<file path="src/rtl/sram_rw0_ctrl_if.sv">
// Request/response channels and macro RW0 port for the SRAM access controller.
// The controller takes the slave modport; the client and macro side take the master modport.
interface sram_rw0_ctrl_if #(
  parameter int ADDR_W = 7,
  parameter int DATA_W = 160,
  parameter int LANES  = 4
);
  logic              r_valid;
  logic              r_ready;
  logic [ADDR_W-1:0] r_addr;
  logic              r_resp_valid;
  logic [DATA_W-1:0] r_resp_data;

  logic              w_valid;
  logic              w_ready;
  logic [ADDR_W-1:0] w_addr;
  logic [LANES-1:0]  w_mask;
  logic [DATA_W-1:0] w_data;

  logic              init_done;

  logic [ADDR_W-1:0] RW0_addr;
  logic              RW0_en;
  logic              RW0_wmode;
  logic [LANES-1:0]  RW0_wmask;
  logic [DATA_W-1:0] RW0_wdata;
  logic [DATA_W-1:0] RW0_rdata;

  modport slave (
    input  r_valid, r_addr, w_valid, w_addr, w_mask, w_data, RW0_rdata,
    output r_ready, r_resp_valid, r_resp_data, w_ready, init_done,
           RW0_addr, RW0_en, RW0_wmode, RW0_wmask, RW0_wdata
  );

  modport master (
    output r_valid, r_addr, w_valid, w_addr, w_mask, w_data, RW0_rdata,
    input  r_ready, r_resp_valid, r_resp_data, w_ready, init_done,
           RW0_addr, RW0_en, RW0_wmode, RW0_wmask, RW0_wdata
  );
endinterface

</file>
<file path="src/rtl/sram_rw0_ctrl.sv">
// Arbitrates read and write channels onto one RW0 SRAM port, zero-fills the array
// after reset, and holds read data stable between responses.
module sram_rw0_ctrl #(
  parameter int DEPTH   = 128,
  parameter int ADDR_W  = 7,
  parameter int DATA_W  = 160,
  parameter int LANES   = 4,
  parameter int INIT_EN = 1
) (
  input logic            clock,
  input logic            reset_n,
  sram_rw0_ctrl_if.slave bus
);

  typedef enum logic {ST_INIT = 1'b0, ST_RUN = 1'b1} state_t;

  localparam state_t RESET_ST = (INIT_EN != 0) ? ST_INIT : ST_RUN;

  state_t            r_state;
  state_t            w_state_nxt;
  logic [ADDR_W-1:0] r_init_ptr;
  logic              r_prio_rd;   // 1: next conflict goes to the read side
  logic              r_pend;
  logic [DATA_W-1:0] r_hold;
  logic              r_init_done;

  logic              w_grant_w;
  logic              w_grant_r;
  logic              w_conflict;
  logic              w_en;
  logic              w_wmode;
  logic [ADDR_W-1:0] w_addr_mux;
  logic [LANES-1:0]  w_wmask_mux;
  logic [DATA_W-1:0] w_wdata_mux;

  // Outputs are gated by reset_n so the port is quiet while reset is held.
  always_comb begin
    w_state_nxt = r_state;
    w_grant_w   = 1'b0;
    w_grant_r   = 1'b0;
    w_conflict  = 1'b0;
    w_en        = 1'b0;
    w_wmode     = 1'b0;
    w_addr_mux  = '0;
    w_wmask_mux = '0;
    w_wdata_mux = '0;
    if (reset_n) begin
      case (r_state)
        ST_INIT: begin
          w_en        = 1'b1;
          w_wmode     = 1'b1;
          w_addr_mux  = r_init_ptr;
          w_wmask_mux = '1;
          if (r_init_ptr == ADDR_W'(DEPTH - 1))
            w_state_nxt = ST_RUN;
        end
        ST_RUN: begin
          w_conflict = bus.r_valid && bus.w_valid;
          w_grant_w  = bus.w_valid && (!r_prio_rd || !bus.r_valid);
          w_grant_r  = bus.r_valid && (r_prio_rd || !bus.w_valid);
          w_en       = w_grant_w || w_grant_r;
          w_wmode    = w_grant_w;
          if (w_grant_w) begin
            w_addr_mux  = bus.w_addr;
            w_wmask_mux = bus.w_mask;
            w_wdata_mux = bus.w_data;
          end else if (w_grant_r) begin
            w_addr_mux  = bus.r_addr;
          end
        end
        default: w_state_nxt = RESET_ST;
      endcase
    end
  end

  always_ff @(posedge clock or negedge reset_n) begin
    if (!reset_n) begin
      r_state     <= RESET_ST;
      r_init_ptr  <= '0;
      r_prio_rd   <= 1'b0;
      r_pend      <= 1'b0;
      r_hold      <= '0;
      r_init_done <= (INIT_EN == 0);
    end else begin
      r_state     <= w_state_nxt;
      r_init_done <= (w_state_nxt == ST_RUN);
      if (r_state == ST_INIT)
        r_init_ptr <= r_init_ptr + 1'b1;
      if (w_conflict)
        r_prio_rd <= ~r_prio_rd;
      r_pend <= w_grant_r;
      if (r_pend)
        r_hold <= bus.RW0_rdata;
    end
  end

  assign bus.r_ready      = w_grant_r;
  assign bus.w_ready      = w_grant_w;
  assign bus.RW0_en       = w_en;
  assign bus.RW0_wmode    = w_wmode;
  assign bus.RW0_addr     = w_addr_mux;
  assign bus.RW0_wmask    = w_wmask_mux;
  assign bus.RW0_wdata    = w_wdata_mux;
  assign bus.r_resp_valid = r_pend;
  assign bus.r_resp_data  = r_pend ? bus.RW0_rdata : r_hold;
  assign bus.init_done    = r_init_done;

endmodule

</file>
<file path="src/flat_wrapper.sv">
// flat-port wrapper written by rule: the top's interface ports become plain ports
module sram_rw0_ctrl_flat 
#(
  parameter int DEPTH   = 128,
  parameter int ADDR_W  = 7,
  parameter int DATA_W  = 160,
  parameter int LANES   = 4,
  parameter int INIT_EN = 1
)
  (clock, reset_n, bus_r_valid, bus_r_addr, bus_w_valid, bus_w_addr, bus_w_mask, bus_w_data, bus_RW0_rdata, bus_r_ready, bus_r_resp_valid, bus_r_resp_data, bus_w_ready, bus_init_done, bus_RW0_addr, bus_RW0_en, bus_RW0_wmode, bus_RW0_wmask, bus_RW0_wdata);
  sram_rw0_ctrl_if #(.ADDR_W(ADDR_W), .DATA_W(DATA_W), .LANES(LANES)) bus_i ();
  input logic clock;
  input logic reset_n;
  input wire logic [$bits(bus_i.r_valid)-1:0] bus_r_valid;
  input wire logic [$bits(bus_i.r_addr)-1:0] bus_r_addr;
  input wire logic [$bits(bus_i.w_valid)-1:0] bus_w_valid;
  input wire logic [$bits(bus_i.w_addr)-1:0] bus_w_addr;
  input wire logic [$bits(bus_i.w_mask)-1:0] bus_w_mask;
  input wire logic [$bits(bus_i.w_data)-1:0] bus_w_data;
  input wire logic [$bits(bus_i.RW0_rdata)-1:0] bus_RW0_rdata;
  output wire logic [$bits(bus_i.r_ready)-1:0] bus_r_ready;
  output wire logic [$bits(bus_i.r_resp_valid)-1:0] bus_r_resp_valid;
  output wire logic [$bits(bus_i.r_resp_data)-1:0] bus_r_resp_data;
  output wire logic [$bits(bus_i.w_ready)-1:0] bus_w_ready;
  output wire logic [$bits(bus_i.init_done)-1:0] bus_init_done;
  output wire logic [$bits(bus_i.RW0_addr)-1:0] bus_RW0_addr;
  output wire logic [$bits(bus_i.RW0_en)-1:0] bus_RW0_en;
  output wire logic [$bits(bus_i.RW0_wmode)-1:0] bus_RW0_wmode;
  output wire logic [$bits(bus_i.RW0_wmask)-1:0] bus_RW0_wmask;
  output wire logic [$bits(bus_i.RW0_wdata)-1:0] bus_RW0_wdata;
  assign bus_i.r_valid = bus_r_valid;
  assign bus_i.r_addr = bus_r_addr;
  assign bus_i.w_valid = bus_w_valid;
  assign bus_i.w_addr = bus_w_addr;
  assign bus_i.w_mask = bus_w_mask;
  assign bus_i.w_data = bus_w_data;
  assign bus_i.RW0_rdata = bus_RW0_rdata;
  assign bus_r_ready = bus_i.r_ready;
  assign bus_r_resp_valid = bus_i.r_resp_valid;
  assign bus_r_resp_data = bus_i.r_resp_data;
  assign bus_w_ready = bus_i.w_ready;
  assign bus_init_done = bus_i.init_done;
  assign bus_RW0_addr = bus_i.RW0_addr;
  assign bus_RW0_en = bus_i.RW0_en;
  assign bus_RW0_wmode = bus_i.RW0_wmode;
  assign bus_RW0_wmask = bus_i.RW0_wmask;
  assign bus_RW0_wdata = bus_i.RW0_wdata;
  sram_rw0_ctrl #(.DEPTH(DEPTH), .ADDR_W(ADDR_W), .DATA_W(DATA_W), .LANES(LANES), .INIT_EN(INIT_EN)) u_core (.clock(clock), .reset_n(reset_n), .bus(bus_i));
endmodule
</file>
<file path="config.mk">
export PLATFORM = sky130hd
export DESIGN_NAME = sram_rw0_ctrl_flat
export DESIGN_NICKNAME = d
export VERILOG_FILES = /design/src/rtl/sram_rw0_ctrl_if.sv /design/src/rtl/sram_rw0_ctrl.sv /design/src/flat_wrapper.sv
export SDC_FILE = /design/constraint.sdc
export NUM_CORES = 1
export LEC_CHECK = 0
export ABC_AREA = 1
export BUFFER_PORTS_ARGS = -buffer_cell sky130_fd_sc_hd__clkbuf_2
export CAP_MARGIN = 20
export CORE_AREA = 2 2 262 264
export DETAILED_ROUTE_END_ITERATION = 8
export DIE_AREA = 0 0 264 266
export HOLD_SLACK_MARGIN = 0.08
export PLACE_DENSITY_LB_ADDON = 0.05
export SETUP_SLACK_MARGIN = 0.3
export SYNTH_ARGS = -nofsm -noshare
export SYNTH_HDL_FRONTEND = slang
export SYNTH_SLANG_ARGS = --single-unit
</file>
<file path="constraint.sdc">
create_clock -name clock -period 1.2 [get_ports clock]
set_input_delay 0.12 -clock clock [delete_from_list [all_inputs] [get_ports clock]]
set_output_delay 0.12 -clock clock [all_outputs]
set_load 0.005 [all_outputs]
</file>
# Yosys cells after proc, flatten, opt, wreduce, memory -nomap -nowiden
# Index checks and enable logic that the tools add are counted.
[word_totals]
regBits = 170
wordCells = 41
output_inout_bits = 337
input_bits = 342
[op_classes]
mux = 23
n_reduce_logical = 9
bitwise = 2
addsub = 1
eq_ne = 1
[ops]
columns = ["op", "count"]
rows = [
  ["2-to-1 mux 160 bit", 4],
  ["2-to-1 mux 7 bit", 3],
  ["case mux 7 bit (2 select lines)", 1],
  ["2-to-1 mux 1 bit", 10],
  ["2-to-1 mux 4 bit", 2],
  ["case mux 4 bit (2 select lines)", 1],
  ["adder 7 x 1 -> 7 bit (second input constant)", 1],
  ["== test 7 bit (second input constant)", 1],
  ["case mux 1 bit (2 select lines)", 2],
  ["logical AND 1 bit", 3],
  ["zero test 1 bit", 3],
  ["logical OR 1 bit", 3],
  ["inverter 1 bit", 2],
]

# Longest topological paths before layout
[depth]
ltp_word = 7
depth_mapped = 7
mapped_depth_nobuf = 6

# Worst setup path after synthesis
# Ideal clock, no wire load.
[synth_path]
path_type = "register to register"
from = "register u_core.r_pend, in the netlist u_core.bus.r_resp_valid"
to = "register u_core.r_hold[100]"
arrival_time_ns = 1.205
path_buffers = 3
slack_ns = -0.137
required_ns = 1.068
setup_time_ns = 0.132
path_stages_with_launch = 5
synth_period_minus_slack_ns = 1.337
cell_sequence = "dfrtp_1 -> buf_2 -> buf_2 -> buf_2 -> mux2_2"
[synth_between]
elab_chain_len = 1
[synth_rtl]
columns = ["item", "line", "rtl"]
rows = [
  ["start: declaration", "sram_rw0_ctrl.sv:23", "logic r_pend;"],
  ["start signal: assignment", "sram_rw0_ctrl.sv:91", "r_pend <= w_grant_r;"],
  ["2-to-1 mux 160 bit", "--", ""],
  ["net bus_r_resp_data[100]", "flat_wrapper.sv:23", "output wire logic [$bits(bus_i.r_resp_data)-1:0] bus_r_resp_data;"],
  ["end signal: assignment", "sram_rw0_ctrl.sv:93", "r_hold <= bus.RW0_rdata;"],
  ["end: declaration", "sram_rw0_ctrl.sv:24", "logic [DATA_W-1:0] r_hold;"],
]
# The timed path passes the listed nets, and every way through them passes these cells.
# A chain may end at the register's enable or synchronous reset.

# Worst setup path after layout
[layout_path]
from = "register u_core.r_prio_rd"
to = "output bus_RW0_wdata[60]"
[layout_between]
elab_chain_len = 6
[layout_rtl]
columns = ["item", "line", "rtl"]
rows = [
  ["start: declaration", "sram_rw0_ctrl.sv:22", "logic r_prio_rd;"],
  ["start signal: assignment", "sram_rw0_ctrl.sv:90", "r_prio_rd <= ~r_prio_rd;"],
  ["zero test 1 bit", "sram_rw0_ctrl.sv:59", "w_grant_w = bus.w_valid && (!r_prio_rd || !bus.r_valid);"],
  ["logical OR 1 bit", "sram_rw0_ctrl.sv:59", ""],
  ["logical AND 1 bit", "sram_rw0_ctrl.sv:59", ""],
  ["2-to-1 mux 160 bit", "sram_rw0_ctrl.sv:63", "if (w_grant_w) begin"],
  ["2-to-1 mux 160 bit", "sram_rw0_ctrl.sv:48", "case (r_state)"],
  ["2-to-1 mux 160 bit", "sram_rw0_ctrl.sv:47", "if (reset_n) begin"],
  ["end: declaration", "flat_wrapper.sv:30", "output wire logic [$bits(bus_i.RW0_wdata)-1:0] bus_RW0_wdata;"],
]
# No other way between the ends.

==> results.md <==
* Status: finished, violations left
* Commonest non-fill, non-tap cell in the layout: clkbuf_2
* Seq/Total Area, Yosys at 52.85%
* Drt via density at 3.324
* CP Data Arrival Time at 1840 ps
* Yosys synthesis warning count at 0
* FF-to-FF End: u_core.r_hold[126]
* Residual DRC count at 0
* Failing checks: negative hold slack, negative setup slack
* Post-Syn Area at 8049 µm²
* Fin crit period at 1963 ps
* Unique masters post-synth at 21
* Die Area at 70,220 µm²
* Nets at 1,866
* Worst Hold Class: in2async
* Critical R2R Launch: u_core.bus.r_resp_valid
* Fmax at 509.4 MHz
* Placer Congestion at 0.7596
* Post-DP HPWL at 36,620 µm
* Via count at 8,044
* Avg Cell Area, Syn at 10.27 µm²
* Clock Sinks at 170
* Starting Density at 11.88%
* Final core utilization at 21.51%
* Die Y at 266 µm
* Vias in the first global route at 8,137
* Setup CP Type: reg2out
* CP required at 1080 ps
* Clk slew on worst S/H paths at 80 ps
* Synth Instances at 784
* Row count at 96
* Post-synthesis register bit count at 170
* Clk_lat worst skew at 490 ps
* Overflow after GRT at 0
* Synth-to-layout area growth at 81.05%
* Mapped Nets at 1,127
* First-pass GRT wire length at 60,950 µm
* H-tree depth at 4
* Crit-path max FO at 6
* Clock root buffer: clkbuf_16
* Worst hold slack at -220.1 ps
* CTS tree: yes
* DR WL/cell at 18.36 µm
* Most frequent cells in the layout: clkbuf_2, inv_1, dfrtp_1
* Top-Level Pins at 679
* Pwr Total at 0.02235 W
* Final period util at 163.6%
* Final Hold Viols at 211
* Leak at 8.040 nW
* Slew @ Worst Pin at 574.6 ps
* Clock buffer count from CTS at 17
* Total GRT Usage at 12.27%
* Reg2reg setup slack at -140 ps
* FF-to-FF path depth at 3
* Maximum number of pins on one net before global-route repair at 56
* Critical path startpoint category: register
* Area of the core at 67,750 µm²
* Port bufs at 678
* RSZ-0062 raised after global routing: true
* Chip Width at 264 µm
* Worst vdd ir at 0.7448 mV
* Normalized max-slew margin at 61.56%
* Initial DRC Count at 244
* Pwr dens at 1534 nW/µm²
* Setup crit end kind: output pin
* Fillers at 7,670
* Drt pass-1 iters at 4
* Clock tree buffer depth at 2
* Post-route ant nets at 0
* Maxcap violations at 0
* Skew final at 18.25 ps
* # hold bufs at CTS at 3
* Antenna violations before repair at 24
* Final worst slack at -763.0 ps
* Final max-slew violation count at 0
* Share of layout cells above drive strength 1 at 69.53%
* Finish-stage setup viols at 487
* WL final at 44,420 µm
[per-stage QoR]
step	cell area, µm²	setup WS, ps	TNS (ps)	cells	hold slack [ps]
finish	14570	-763.0	-237910	2420	-220.1
global route	14570	-867.2	-282510	2418	-205.0
CTS	14180	-827.1	-265530	2412	-234.9
detailed placement	13040	-302.6	-64460	2364	263.8
global placement	13040	-284.1	-58580	2364	266.3
floorplan	8229	-40.20	-8810	784	-175.6
[Yosys cell counts]
master	instances	area share, %
a21oi_1	7	0.44
nor2_1	143	6.7
o31ai_1	1	0.093
nand4_1	1	0.078
nand3_1	18	1.1
nor2_4	1	0.14
nand3b_1	1	0.093
xor2_1	4	0.44
ha_1	1	0.16
inv_4	1	0.078
xnor2_1	1	0.11
dfrtp_1	170	53
o21ai_0	3	0.19
mux2_2	160	22
nand2_1	28	1.3
inv_1	171	8.0
buf_6	11	1.5
nor2_2	30	2.3
inv_2	1	0.047
buf_2	28	1.7
nand2_2	3	0.23
[flip-flops by register name (all words and copies together) (netlist names)]
name,count
u_core.r_prio_rd,1
u_core.r_init_ptr,7
u_core.r_hold,160
u_core.bus.r_resp_valid,1
u_core.r_state,1
[layout make-up]
type	count	area (µm²)	area share, %
Timing Repair Buffer	757	4527	31.06
Clock inverter	14	178.9	1.228
Multi-Input combinational cell	402	3369	23.12
Inverter	173	669.4	4.593
Sequential cell	170	4258	29.22
Antenna cell	2	5.005	0.03434
Clock buffer	18	439.2	3.014
Tap cell	882	1104	7.573
Timing Repair inverter	2	22.52	0.1545
[worst max-delay path: stages (launching register included)]
cell and delay, ps:
dfrtp_1 400, nand2_2 100, nand2_4 60, nor2_4 100
buf_12 160, inv_12 60, buf_4 150, nor2_4 160
clkbuf_2 150
[kinds of logic (layout without fill, tap and decap cells)]
group                    Yosys count  in the layout  share of synthesized area (%)
flip-flops                       170            170                          52.85
adder cells (fa/ha/maj)            1              1                         0.1554
AO/OA/AOI/OAI                     11             11                         0.7150
buffers and inverters            212            964                          11.38
multiplexers                     160            160                          22.38
AND/OR/NAND/NOR                  225            225                          11.97
other                              0              2                              0
XOR/XNOR                           5              5                         0.5440
[what timing repair did]
item / CTS / global route
gates resized for setup: 80 / 139
buffers inserted: 7 / 3
endpoints found under the hold margin: 230 / 211
setup endpoints to repair: 506 / 516
pin swaps: 2 / 8
gates cloned: 6 / 3
[worst max-delay path by stage]
stage | start | end | slack [ps] | cells after the start
2_1_floorplan | u_core.r_prio_rd | bus_RW0_wdata[100] | -40 | 7
3_3_place_gp | u_core.r_prio_rd | bus_RW0_wdata[60] | -280 | 7
3_5_place_dp | u_core.r_prio_rd | bus_RW0_wdata[60] | -300 | 7
4_1_cts | u_core.bus.r_resp_valid | bus_r_resp_data[4] | -830 | 4
5_1_grt | u_core.r_prio_rd | bus_RW0_wdata[67] | -870 | 8
6_report | u_core.r_prio_rd | bus_RW0_wdata[60] | -760 | 8
[per-layer routing]
metal  track usage [%]  routed length (µm)  share of wire [%]  vias to the layer above
met4             3.885                 994                2.2                       42
met5                 0                 237               0.53                        -
met3             6.275                4572                 10                       82
met2             19.82               21410                 48                      305
li1                  -                   -                  -                     3861
met1             14.03               17210                 39                     3754
[report_power, final]
| part | switching (W) | internal (W) |
|---|---|---|
| clock | 0.00294 | 0.00321 |
| combinational | 0.00387 | 0.00446 |
| sequential | 0.000423 | 0.00745 |
No activity file was read; power rests on OpenSTA's default activity.
